**src/rtl/score4_move_player.sv**
```systemverilog
// Scripted score4 move source: converts a column request into left/right/put button pulses.
// Optional 4-entry request queue enabled by defining SCORE4_MOVE_QUEUE_EN.
module score4_move_player #(
    parameter int unsigned COLS         = 7,
    parameter int unsigned START_COL    = 0,
    parameter int unsigned PULSE_CYCLES = 1,
    parameter int unsigned GAP_CYCLES   = 2,
    parameter int unsigned RESP_CYCLES  = 2,
    localparam int unsigned CW          = (COLS > 1) ? $clog2(COLS) : 1
) (
    input  logic          i_clk,
    input  logic          i_rst,
    input  logic          i_req_valid,
    input  logic [CW-1:0] i_req_col,
    output logic          o_req_ready,
    input  logic          i_invalid_move,
    input  logic          i_win_a,
    input  logic          i_win_b,
    output logic          o_left,
    output logic          o_right,
    output logic          o_put,
    output logic          o_busy,
    output logic          o_done,
    output logic          o_rejected,
    output logic [CW-1:0] o_cursor_col
);

    localparam int unsigned MAX_A = (PULSE_CYCLES > GAP_CYCLES) ? PULSE_CYCLES : GAP_CYCLES;
    localparam int unsigned MAX_D = (MAX_A > RESP_CYCLES) ? MAX_A : RESP_CYCLES;
    localparam int unsigned CNTW  = (MAX_D > 1) ? $clog2(MAX_D) : 1;

    localparam logic [CW:0]   COLS_W    = (CW+1)'(COLS);
    localparam logic [CW-1:0] LAST_COL  = CW'(COLS - 1);
    localparam logic [CW-1:0] HOME_COL  = CW'(START_COL);

    typedef enum logic [2:0] {
        S_IDLE    = 3'd0,
        S_CHECK   = 3'd1,
        S_STEP_HI = 3'd2,
        S_STEP_LO = 3'd3,
        S_PUT_HI  = 3'd4,
        S_PUT_LO  = 3'd5,
        S_RESP    = 3'd6,
        S_REPORT  = 3'd7
    } state_t;

    state_t          r_state;
    state_t          w_next;
    logic [CNTW-1:0] r_cnt;
    logic [CW-1:0]   r_target;
    logic [CW-1:0]   r_cursor;
    logic            r_fail;

    logic            w_game_over;
    logic            w_cnt_done;
    logic            w_target_bad;
    logic            w_dir_right;
    logic            w_start;
    logic [CW-1:0]   w_start_col;
    logic            w_busy;
    logic            w_ready;

    assign w_game_over  = i_win_a | i_win_b;
    assign w_cnt_done   = (r_cnt == '0);
    assign w_target_bad = ({1'b0, r_target} >= COLS_W);
    assign w_dir_right  = (r_target > r_cursor);
    assign o_cursor_col = r_cursor;

    // Dwell time of each timed state, loaded as (cycles - 1) on state entry.
    function automatic logic [CNTW-1:0] f_dur(input state_t s);
        logic [CNTW-1:0] d;
        d = '0;
        case (s)
            S_STEP_HI, S_PUT_HI: d = CNTW'(PULSE_CYCLES - 1);
            S_STEP_LO, S_PUT_LO: d = CNTW'(GAP_CYCLES - 1);
            S_RESP:              d = CNTW'(RESP_CYCLES - 1);
            default:             d = '0;
        endcase
        return d;
    endfunction

`ifdef SCORE4_MOVE_QUEUE_EN
    localparam int unsigned QD = 4;
    localparam int unsigned QW = 2;

    logic [CW-1:0] r_fifo [QD];
    logic [QW-1:0] r_wr;
    logic [QW-1:0] r_rd;
    logic [QW:0]   r_count;
    logic          w_push;
    logic          w_full;
    logic          w_empty;

    assign w_full      = (r_count == (QW+1)'(QD));
    assign w_empty     = (r_count == '0);
    assign w_ready     = ~w_full & ~w_game_over;
    assign w_push      = i_req_valid & w_ready;
    assign w_start     = (r_state == S_IDLE) & ~w_empty & ~w_game_over;
    assign w_start_col = r_fifo[r_rd];
    assign w_busy      = (r_state != S_IDLE) | ~w_empty;

    // Request FIFO; a game-over flushes every queued request.
    always_ff @(posedge i_clk) begin
        if (i_rst || w_game_over) begin
            r_wr    <= '0;
            r_rd    <= '0;
            r_count <= '0;
        end else begin
            if (w_push) begin
                r_fifo[r_wr] <= i_req_col;
                r_wr         <= r_wr + QW'(1);
            end
            if (w_start) begin
                r_rd <= r_rd + QW'(1);
            end
            case ({w_push, w_start})
                2'b10:   r_count <= r_count + (QW+1)'(1);
                2'b01:   r_count <= r_count - (QW+1)'(1);
                default: r_count <= r_count;
            endcase
        end
    end
`else
    assign w_busy      = (r_state != S_IDLE);
    assign w_ready     = ~w_busy & ~w_game_over;
    assign w_start     = i_req_valid & w_ready;
    assign w_start_col = i_req_col;
`endif

    // State register
    always_ff @(posedge i_clk) begin
        if (i_rst) begin
            r_state <= S_IDLE;
        end else begin
            r_state <= w_next;
        end
    end

    // Next-state logic
    always_comb begin
        w_next = r_state;
        case (r_state)
            S_IDLE: begin
                if (w_start) w_next = S_CHECK;
            end
            S_CHECK: begin
                if (w_target_bad || w_game_over) w_next = S_REPORT;
                else if (r_target == r_cursor)   w_next = S_PUT_HI;
                else                             w_next = S_STEP_HI;
            end
            S_STEP_HI: begin
                if (w_cnt_done) w_next = S_STEP_LO;
            end
            S_STEP_LO: begin
                // A game-over seen at any point aborts the remaining steps and the put.
                if (w_cnt_done) begin
                    if (w_game_over || r_fail)   w_next = S_REPORT;
                    else if (r_cursor != r_target) w_next = S_STEP_HI;
                    else                         w_next = S_PUT_HI;
                end
            end
            S_PUT_HI: begin
                if (w_cnt_done) w_next = S_PUT_LO;
            end
            S_PUT_LO: begin
                if (w_cnt_done) w_next = S_RESP;
            end
            S_RESP: begin
                if (w_cnt_done) w_next = S_REPORT;
            end
            S_REPORT: begin
                w_next = S_IDLE;
            end
            default: w_next = S_IDLE;
        endcase
    end

    // Output decode
    always_comb begin
        o_left      = 1'b0;
        o_right     = 1'b0;
        o_put       = 1'b0;
        o_done      = 1'b0;
        o_rejected  = 1'b0;
        o_busy      = w_busy;
        o_req_ready = w_ready;
        case (r_state)
            S_STEP_HI: begin
                o_left  = ~w_dir_right;
                o_right = w_dir_right;
            end
            S_PUT_HI: o_put = 1'b1;
            S_REPORT: begin
                o_done     = ~r_fail;
                o_rejected = r_fail;
            end
            default: ;
        endcase
    end

    // Dwell counter, reloaded on every state change
    always_ff @(posedge i_clk) begin
        if (i_rst) begin
            r_cnt <= '0;
        end else if (w_next != r_state) begin
            r_cnt <= f_dur(w_next);
        end else if (!w_cnt_done) begin
            r_cnt <= r_cnt - CNTW'(1);
        end
    end

    // Target, sticky failure flag and local cursor model
    always_ff @(posedge i_clk) begin
        if (i_rst) begin
            r_target <= '0;
            r_fail   <= 1'b0;
            r_cursor <= HOME_COL;
        end else begin
            if (w_start) begin
                r_target <= w_start_col;
                r_fail   <= 1'b0;
            end else if (((r_state == S_CHECK) && w_target_bad) ||
                         ((r_state == S_RESP) && i_invalid_move) ||
                         ((r_state != S_IDLE) && w_game_over)) begin
                r_fail <= 1'b1;
            end
            if ((r_state == S_STEP_HI) && w_cnt_done) begin
                if (w_dir_right && (r_cursor < LAST_COL)) begin
                    r_cursor <= r_cursor + CW'(1);
                end else if (!w_dir_right && (r_cursor != '0)) begin
                    r_cursor <= r_cursor - CW'(1);
                end
            end
        end
    end

endmodule

```
**config.mk**
```make
export PLATFORM = sky130hd
export DESIGN_NAME = score4_move_player
export DESIGN_NICKNAME = d
export VERILOG_FILES = /design/src/rtl/score4_move_player.sv
export SDC_FILE = /design/constraint.sdc
export NUM_CORES = 1
export LEC_CHECK = 0
export CORE_MARGIN = 5
export CORE_UTILIZATION = 48
export CTS_BUF_LIST = sky130_fd_sc_hd__clkbuf_4 sky130_fd_sc_hd__clkbuf_8
export DETAILED_ROUTE_END_ITERATION = 16
export PLACE_DENSITY = 0.79
export SYNTH_ARGS = -nofsm -noshare
export SYNTH_HDL_FRONTEND = slang
export SYNTH_SLANG_ARGS = --single-unit
export TNS_END_PERCENT = 20
```
**constraint.sdc**
```tcl
create_clock -name i_clk -period 2.4 [get_ports i_clk]
set_input_delay 0.36 -clock i_clk [delete_from_list [all_inputs] [get_ports i_clk]]
set_output_delay 0.36 -clock i_clk [all_outputs]
set_load 0.01 [all_outputs]
```
==> Yosys cells after proc, flatten, opt, wreduce, memory -nomap -nowiden <==
Index checks and enable logic that the tools add are counted.
W data, S select, Z words.
{ "totals": {"input_bits": 9, "register_bits": 11, "out_inout_bits": 10, "wordCells": 71} }
{ "op_classes": {"addsub": 3, "reduce_logical": 18, "n_eq_ne": 13, "mux": 21, "bitwise_logic": 8, "magnitude_cmp": 3} }
{ "op_table": {"columns": ["op", "count"], "rows": [
  ["$mux W3", 12],
  ["$pmux W3 S8", 1],
  ["$eq A3 B3 Y1 const B", 6],
  ["$eq A3 B2 Y1 const B", 3],
  ["$mux W1", 8],
  ["$logic_and A1 B1 Y1", 6],
  ["$ne A3 B3 Y1", 2],
  ["$reduce_bool A3 Y1", 2],
  ["$not A1 Y1", 5],
  ["$logic_or A1 B1 Y1", 4],
  ["$add A3 B1 Y3 const B", 1],
  ["$eq A3 B1 Y1 const B", 1],
  ["$eq A3 B3 Y1", 1],
  ["$ge A3 B3 Y1 const B", 1],
  ["$gt A3 B3 Y1", 1],
  ["$logic_not A3 Y1", 1],
  ["$lt A3 B3 Y1 const B", 1],
  ["$reduce_or A3 Y1", 1],
  ["$sub A3 B1 Y3 const B", 1],
  ["$and A1 B1 Y1", 2],
  ["$reduce_and A2 Y1", 1],
  ["$reduce_bool A2 Y1", 1],
  ["$reduce_or A2 Y1", 1],
  ["$logic_not A1 Y1", 1],
  ["other kinds (2)", 2]
]} }

==> Depth between registers and ports, before layout <==
Gate-level depths: netlist of run 1.
{ "logic_depth": {"ltp_word": 10, "mapped_depth": 11} }

==> Worst setup path after synthesis of run 1 <==
OpenSTA, ideal clock, no wires.
{ "synth_path": {"path_kind": "reg2reg", "start": "register r_cursor[1], in the netlist o_cursor_col[1]", "end": "register r_cursor[2], in the netlist o_cursor_col[2]", "n_path_buf": 0, "stages_incl_launch_ff": 12, "path_slack_ns": -0.048, "required_ns": 2.267, "arrival_ns": 2.315, "period_less_slack_ns": 2.448, "path_cell_list": "dfxtp_1 > inv_1 > ha_1 > nor2b_1 > o21a_1 > o21a_1 > o21ai_0 > fa_1 > inv_1 > nand2_1 > o311ai_0 > a211oi_1"} }
{ "synth_between": {"elab_chain_len": 5} }
{ "synth_lines": {"columns": ["item", "line", "source"], "rows": [
  ["start, declared", "51", "logic [CW-1:0] r_cursor;"],
  ["start signal, assigned", "229", "r_cursor <= r_cursor + CW'(1);"],
  ["start signal, assigned", "231", "r_cursor <= r_cursor - CW'(1);"],
  ["$gt A3 B3 Y1", "66", "assign w_dir_right = (r_target > r_cursor);"],
  ["$logic_not A1 Y1", "230", "end else if (!w_dir_right && (r_cursor != '0)) begin"],
  ["$logic_and A1 B1 Y1", "230", null],
  ["$reduce_bool A2 Y1 (no line)", null, null],
  ["$reduce_and A2 Y1 (no line)", null, null]
]} }
Several ways; a longest one is shown, not always the timed one. The select of a mux whose other input is x is not followed.
A chain may end at the register's enable or synchronous reset.

==> Worst setup path in the final report of run 1 <==
{ "layout_path": {"start": "register r_cursor[1], in the netlist o_cursor_col[1]", "end": "output port o_right"} }
{ "layout_between": {"elab_chain_len": 2} }
{ "layout_lines": {"columns": ["item", "line", "source"], "rows": [
  ["$gt A3 B3 Y1", "66", null],
  ["$mux W1", "187", "case (r_state)"],
  ["end, declared", "20", "output logic o_right,"]
]} }
No other way between the ends.

==> results of run 1 <==
[critical path, stage by stage, from the launching register on]
cell           delay (ns)
dfxtp_2              0.33
inv_1                0.06
ha_1                 0.29
nor2b_1              0.13
o21a_1               0.18
o21a_2               0.23
nor3b_1              0.15
dlygate4sd2_1        0.30
[how the worst max path moves through the flow]
stage	start	end	slack (ns)	cells after the start
floorplan	o_cursor_col[1]	o_cursor_col[2]	0.05	10
global placement	r_target[1]	o_left	0.12	6
detailed placement	o_cursor_col[1]	o_cursor_col[2]	0.07	11
CTS	r_state[1]	o_req_ready	0.04	4
global route	o_cursor_col[1]	o_cursor_col[2]	0.0006	11
finish	o_cursor_col[1]	o_right	0.11	7
[per-layer routing]
metal / part of all wire / track usage
met3: 0.060 / 0.0509
met5: 0 / 0
met2: 0.49 / 0.309
met4: 0.0041 / 0.0486
met1: 0.45 / 0.238
[cells in the mapped netlist (2+ instances only)]
| master | count |
|---|---|
| clkbuf_8 | 3 |
| mux2i_1 | 4 |
| buf_6 | 2 |
| o2111ai_1 | 2 |
| nor2_1 | 9 |
| ha_1 | 3 |
| o311ai_0 | 2 |
| o2bb2ai_1 | 2 |
| nand3_1 | 2 |
| a21oi_1 | 4 |
| nand2b_1 | 2 |
| nand2_1 | 8 |
| or3_1 | 2 |
| inv_1 | 11 |
| a211oi_1 | 4 |
| nor3_1 | 8 |
| o21ai_0 | 9 |
| o21a_1 | 2 |
| dfxtp_1 | 11 |
[kinds of logic (layout without fill, tap and decap cells)]
| family | Yosys count | in the layout | share of synthesized area |
|---|---|---|---|
| and+or+nand+nor | 41 | 41 | 0.239 |
| muxes | 4 | 4 | 0.0409 |
| adders and majority gates | 4 | 4 | 0.0588 |
| AOI/OAI and AO/OA | 37 | 37 | 0.329 |
| DFF | 11 | 11 | 0.225 |
| buffers and inverters | 16 | 41 | 0.107 |
[area by class of cell]
cell class	instances	area (sq um)
Fill cell	182	742
Sequential cell	11	224
Inverter	11	41.3
Clock buffer	4	30.0
Tap cell	27	33.8
Timing Repair Buffer	26	234
Multi-Input combinational cell	86	657
[metrics by stage]
| step | utilization | cells |
|---|---|---|
| 5_1_grt | 0.622 | 165 |
| 3_3_place_gp | 0.607 | 161 |
| 3_5_place_dp | 0.607 | 161 |
| 6_report | 0.622 | 165 |
| 4_1_cts | 0.622 | 165 |
| 2_1_floorplan | - | 113 |
[report_power, final]
part	total (uW)	switching [uW]	internal, uW
combinational	740	385	355
sequential	362	133	230
clock	142	66.2	75.6
total	1240	584	660
[cell usage in the layout, fill, tap and decap left out, types with 2 or more instances in the layout]
cell and instances:
or3_1 2, a21oi_1 4, o21ai_0 8, dfxtp_1 8, buf_4 8, nand2_1 8, nand2b_1 2, inv_1 11
dfxtp_2 3, clkdlybuf4s50_1 16, nor2_1 8, o2111ai_1 2, nand3_1 2, a211oi_1 4, clkbuf_4 4, ha_1 3
o21ai_1 2, mux2i_1 4, o2bb2ai_1 2, nor3_1 8
[flip-flops by register name (all words and copies together), names as in the netlist]
| signal | count |
|---|---|
| r_fail | 1 |
| r_state | 3 |
| r_target | 3 |
| o_cursor_col | 3 |
| r_cnt | 1 |
[repair_timing]
item	CTS	global route
setup endpoints to repair	2	5
resized for setup	3	6
endpoints found under the hold margin	0	0
pin swaps	0	1
==> run summary, run 1 <==
Critical R2R Launch: o_cursor_col[1]
Number of CTS-inserted buffers: 3
Wire length of the first global-routing pass: 4060 um
Post-DP HPWL: 1840 um
Clock Path Buffers: 2
Fin area: 0.00122 sq mm
Max-slew headroom: 0.687
Fin Hold WS: 0.524 ns
Cell variety after synth: 42
Synth Register Bits: 11
Critical R2R Capture: o_cursor_col[2]
Fraction of registers with async set/reset: 0
Placed Area: 0.00119 sq mm
CP Class: flip-flop to output port
Synth warnings: 0
DR DRC count: 0
Final setup TNS: 0 ns
EDFF count, synth: 0
Leak: 0.000432 uW
Share of layout cells above drive strength 1: 0.188
Area growth, synth to finish: 24.7%
Vias post-DR: 959
Placement Rows: 16
R2R Setup Slk: 0.18 ns
NumNets Final: 152
Power Total: 1240 uW
PortBufs: 18
Post-Synthesis Cells: 113
Top_reg_cell synth: dfxtp_1
Net Count, Synth: 126
Cts hold-fix bufs: 0
Mapped Area: 978 sq um
Top cells by area, synth: dfxtp_1 (23%), o21ai_0 (4.6%), clkbuf_8 (4.2%), inv_1 (4.2%), mux2i_1 (4.1%)
Hold Startpoint: o_cursor_col[1]
Crit. End Element: output port
Final Setup Violations: 0
Post-CTS Setup Inserts: 0
Max-slew violation count: 0
Max Fclk: 0.437 GHz
Remaining antenna violation count: 0
DR pass1 iterations: 4
Avg WL per Cell: 14.9 um
Tightest Hold Check Type: flip-flop to flip-flop
DIE AREA: 0.00304 sq mm
Boundary Pins: 19
Clk pin slew, worst setup/hold paths: 0.07 ns
Yosys top cell area share: 0.225
Antenna fix cells: 0
Power per cell area: 1020 mW/mm^2
Status: finished, final reports clean
Top cell type by total area after synthesis: dfxtp_1
Worst setup SP type: flip-flop
Total wire length: 2460 um
Slew @ Worst Pin: 0.468 ns
Sink Count: 11
Fin. Hold Viols: 0
Clock skew: 0.00656 ns
Initial DRC Count: 30
Crit Path Max Fanout: 6
Mean Syn Cell Area: 8.66 sq um
Grt total ovfl: 0
Final period utilization: 0.954
Worst skew pair latency: 0.27 ns
Initial Utilization: 0.499
Hold EP: o_cursor_col[0]
Initial antenna violation count: 0
Sequential fraction of the synthesis area: 0.225
Routability cong.: 0.904
CP arrival: 1.93 ns
Pre-CTS setup slack: 0.0689 ns
Die H: 55.2 um
CTS root buf: clkbuf_4
Vias in the first global route: 913
Max-cap viol count: 0
Vias/cell: 5.81
Final Critical Period: 2.29 ns
CTS H-tree depth: 1
Die width: 55.2 um
Worst setup margin: 0.111 ns
RSZ-0062 raised after global routing: no
Pin count of the biggest net entering global routing: 14
Core area: 0.00196 sq mm
Total track usage: 0.187
CP required: 2.04 ns
IR drop worst, VDD: 0.000838 V
TritonCTS clock tree: built
R2R depth: 10
Worst hold path depth: 2
No activity file was read; power rests on OpenSTA's default activity.
==> run 2: changes to the inputs <==
- CORE_UTILIZATION: 48 -> 35
- PLACE_DENSITY: 0.79 -> 0.61
- RECOVER_POWER: default -> 25
==> run 2 against run 1 <==
Utilization is 16 points lower. Sequential power shrank 6.9%. Sequential share of layout area down 0.47 points. Total power about the same. Global-route usage fell by 6.0 points. Cell area rose by 3.2%. Wire length is 2.7% lower. First-iteration DRC count is 30% lower. Combinational power rose by 5.0%. Setup slack gained 0.038 ns. Sequential cell count unchanged. Critical endpoint is now o_cursor_col[2]. Largest power group unchanged.
==> run summary, run 2 (same netlist as run 1, synthesis figures left out) <==
Max-cap viol count: 0
Slowest CP cell: fa_2
DR pass1 iterations: 4
CTS H-tree depth: 1
CP Class: flip-flop to flip-flop
Die H: 62.9 um
RSZ-0062 raised after global routing: no
PortBufs: 18
Tightest Hold Check Type: flip-flop to flip-flop
Vias post-DR: 957
Total wire length: 2400 um
Area growth, synth to finish: 28.6%
Cts hold-fix bufs: 0
Final period utilization: 0.938
Fillers: 286
CP arrival: 2.40 ns
CTS root buf: clkbuf_4
Total track usage: 0.127
Max-slew violation count: 0
Leak: 0.000439 uW
Initial DRC Count: 21
CP required: 2.55 ns
Die width: 62.9 um
Clk pin slew, worst setup/hold paths: 0.08 ns
Antenna fix cells: 0
Placement Rows: 19
Share of layout cells above drive strength 1: 0.245
Fin Hold WS: 0.550 ns
Max Fclk: 0.444 GHz
Clock skew: 0.00208 ns
DR DRC count: 0
Vias/cell: 5.63
Storage cell area: 225 sq um
Crit path cell chain: inv_2 > ha_4 > nor2b_2 > o21a_1 > o21a_1 > o21ai_2 > fa_2 > or3_1 > a21oi_2 > a211oi_2
Max-slew headroom: 0.716
Initial antenna violation count: 0
Core area: 0.00271 sq mm
Crit Path Max Fanout: 4
Remaining antenna violation count: 0
IR drop worst, VDD: 0.000606 V
Grt total ovfl: 0
Boundary Pins: 19
Vias in the first global route: 922
Final setup TNS: 0 ns
Most common cell after layout, fill and taps aside: clkdlybuf4s50_1
Avg WL per Cell: 14.1 um
Clock Path Buffers: 2
Final Setup Violations: 0
R2R Setup Slk: 0.15 ns
Sink Count: 11
Final Critical Period: 2.25 ns
Pin count of the biggest net entering global routing: 18
CP peak stage delay: 0.35 ns
Number of CTS-inserted buffers: 3
Most frequent cells in the layout: clkdlybuf4s50_1 (14), inv_1 (10), nor2_1 (9), buf_4 (9)
Initial Utilization: 0.361
Worst setup SP type: flip-flop
Worst skew pair latency: 0.27 ns
Post-DP HPWL: 1910 um
Power per cell area: 988 mW/mm^2
Crit. End Element: flip-flop
Routability cong.: 0.817
Fin. Hold Viols: 0
TritonCTS clock tree: built
Wire length of the first global-routing pass: 4140 um
Top cell by count, worst path: o21a_1
DIE AREA: 0.00395 sq mm
Status: finished, final reports clean
NumNets Final: 153
Area of the multi-input gates: 688 sq um
Slew @ Worst Pin: 0.425 ns
[run 2: what timing repair did]
item,4_1_cts,5_1_grt
pin swaps,0,3
resized for setup,3,16
buffers inserted,0,1
endpoints found under the setup margin,2,8
[run 2: final cells by class]
class                   instances  area share
flip-flops and latches         11       0.179
clock buffers                   3      0.0179
repair buffers                 27       0.189
inverters                      11      0.0328
well taps                      31      0.0308
clock inverters                 1     0.00398
multi-input cells              86       0.547
[run 2: metrics by stage]
| step | worst slack (ns) | utilization | power (uW) | area (sq um) | std cells |
|---|---|---|---|---|---|
| 2_1_floorplan | 0.0535 | - | 915 | 981 | 113 |
| 6_report | 0.149 | 0.464 | 1240 | 1260 | 170 |
| 3_3_place_gp | 0.109 | 0.441 | 1090 | 1200 | 165 |
| 3_5_place_dp | 0.0485 | 0.441 | 1100 | 1200 | 165 |
| 4_1_cts | 0.0299 | 0.451 | 1230 | 1220 | 169 |
| 5_1_grt | 0.0189 | 0.464 | 1350 | 1260 | 170 |
[run 2: final timing paths]
path	depth (start not counted)	from	to
max	10	o_cursor_col[1]	o_cursor_col[2]
min	2	o_cursor_col[1]	o_cursor_col[0]
max reg2reg	10	o_cursor_col[1]	o_cursor_col[2]
min reg2reg	2	o_cursor_col[1]	o_cursor_col[0]
[run 2: where the power goes]
part | switching, uW | internal, uW
clock network | 68.1 | 61.7
logic | 408 | 369
registers | 106 | 232
[run 2: layer usage]
layer	GRT usage	routed length, um
met4	0.0584	20
met1	0.159	1100
met3	0.0324	133
met2	0.201	1140
met5	0	0
[run 2: critical path: cells and delay by family (launching register included)]
kind            cells  cell delay (ns)
buf+inv             1             0.06
flops               1             0.34
fa+ha+maj           2             0.61
compound gates      5             0.68
simple gates        2             0.44
==> run 3: changes to the inputs <==
- CTS_BUF_LIST: sky130_fd_sc_hd__clkbuf_4 sky130_fd_sc_hd__clkbuf_8 -> default
- PLACE_DENSITY: 0.61 -> default
==> run 3 against run 2 <==
Via count down 1.1%. Worst hold slack got worse by 0.0078 ns. Register-to-register slack hardly changed. Critical path depth shrank 1. Total power decreased by 0.77%. Clock-buffer cell count rose by 1. Combinational power grew 3%. Sequential cell count unchanged. Clock power grew 4%. Sequential power fell by 10%. Critical endpoint is now o_cursor_col[1].
==> run summary, run 3 (same netlist as run 1, synthesis figures left out) <==
Total track usage: 0.123
CTS H-tree depth: 1
CP Class: flip-flop to flip-flop
Grt total ovfl: 0
Worst setup margin: 0.138 ns
Fin. Hold Viols: 0
Fillers: 281
Initial DRC Count: 36
Pre-CTS setup slack: 0.0592 ns
Number of CTS-inserted buffers: 3
Leak: 0.000450 uW
Status: finished, final reports clean
Area growth, synth to finish: 27.7%
Remaining antenna violation count: 0
Most frequent cells in the layout: clkdlybuf4s50_1 (13), buf_4 (12), inv_1 (11)
Total wire length: 2290 um
Worst setup SP type: flip-flop
Die width: 62.9 um
Placement Rows: 19
Final Non-Filler Cells: 173
Max-cap viol count: 0
Max-slew violation count: 0
DR pass1 iterations: 4
CP required: 2.57 ns
Crit. End Element: flip-flop
DR DRC count: 0
Vias post-DR: 946
Wire length of the first global-routing pass: 3930 um
Core area: 0.00271 sq mm
TritonCTS clock tree: built
PortBufs: 18
Clock skew: 0.00161 ns
Placed cells: 168
Worst skew pair latency: 0.28 ns
CP arrival: 2.44 ns
Slew @ Worst Pin: 0.421 ns
Share of layout cells above drive strength 1: 0.204
Final Setup Violations: 0
Cts hold-fix bufs: 0
Storage cell area: 224 sq um
Max-slew headroom: 0.718
Post-DP HPWL: 1800 um
Routability cong.: 0.800
Area of the multi-input gates: 659 sq um
Die H: 62.9 um
Power Total: 1230 uW
Initial Utilization: 0.361
Tightest Hold Check Type: flip-flop to flip-flop
RSZ-0062 raised after global routing: yes
Sink Count: 11
Vias/cell: 5.47
Most common cell after layout, fill and taps aside: clkdlybuf4s50_1
Avg WL per Cell: 13.2 um
DIE AREA: 0.00395 sq mm
Fin Hold WS: 0.542 ns
IR drop worst, VDD: 0.000588 V
Vias in the first global route: 912
Max Fclk: 0.442 GHz
Clock Path Buffers: 2
Crit Path Max Fanout: 5
Final setup TNS: 0 ns
NumNets Final: 156
Pin count of the biggest net entering global routing: 13
CTS root buf: clkbuf_4
Initial antenna violation count: 0
Final Critical Period: 2.26 ns
Final period utilization: 0.943
Boundary Pins: 19
Power per cell area: 988 mW/mm^2
Antenna fix cells: 0
Clk pin slew, worst setup/hold paths: 0.07 ns
[run 3: timing repair]
| item | CTS | global route |
|---|---|---|
| gates resized for setup | 2 | 9 |
| buffers inserted | 0 | 1 |
| endpoints found under the setup margin | 2 | 4 |
| pin swaps | 0 | 3 |
[run 3: worst paths after layout]
path,start,to,slack (ns),cells past startpoint
worst max-delay path,o_cursor_col[1],o_cursor_col[1],0.14,9
worst min-delay path,r_target[1],r_target[1],0.54,2
worst max register to register,o_cursor_col[1],o_cursor_col[1],0.14,9
worst min register to register,r_target[1],r_target[1],0.54,2
[run 3: layer usage]
layer	wire, um	vias to the layer above	global-route usage
met5	0	-	0
met4	74	0	0.0716
met3	95	7	0.0270
met2	1000	35	0.190
met1	1120	423	0.156
li1	-	481	-
[run 3: area by class of cell]
| type | count | share of cell area |
|---|---|---|
| Multi-Input combinational cell | 86 | 0.528 |
| Tap cell | 31 | 0.0310 |
| Sequential cell | 11 | 0.179 |
| Timing Repair Buffer | 30 | 0.208 |
| Clock buffer | 4 | 0.0210 |
| Inverter | 11 | 0.0330 |
[run 3: report_power, final]
| group | switching (uW) | leakage (uW) | internal, uW |
|---|---|---|---|
| logic | 422 | 0.000343 | 374 |
| clock network | 70.5 | 0.0000150 | 64.6 |
| registers | 72.7 | 0.0000912 | 230 |
[run 3: worst max-delay path, cell delays in order, from the launching register on]
cell,delay (ns)
dfxtp_2,0.33
inv_1,0.05
ha_1,0.28
nor2b_1,0.12
o21a_1,0.19
o21a_1,0.21
o21ai_1,0.10
fa_2,0.54
o32ai_1,0.07
a221oi_1,0.28
[run 3: per-stage QoR]
stage | area (sq um) | util
6_report | 1250 | 0.461
5_1_grt | 1250 | 0.461
3_3_place_gp | 1220 | 0.450
3_5_place_dp | 1220 | 0.450
2_1_floorplan | 981 | -
4_1_cts | 1240 | 0.458
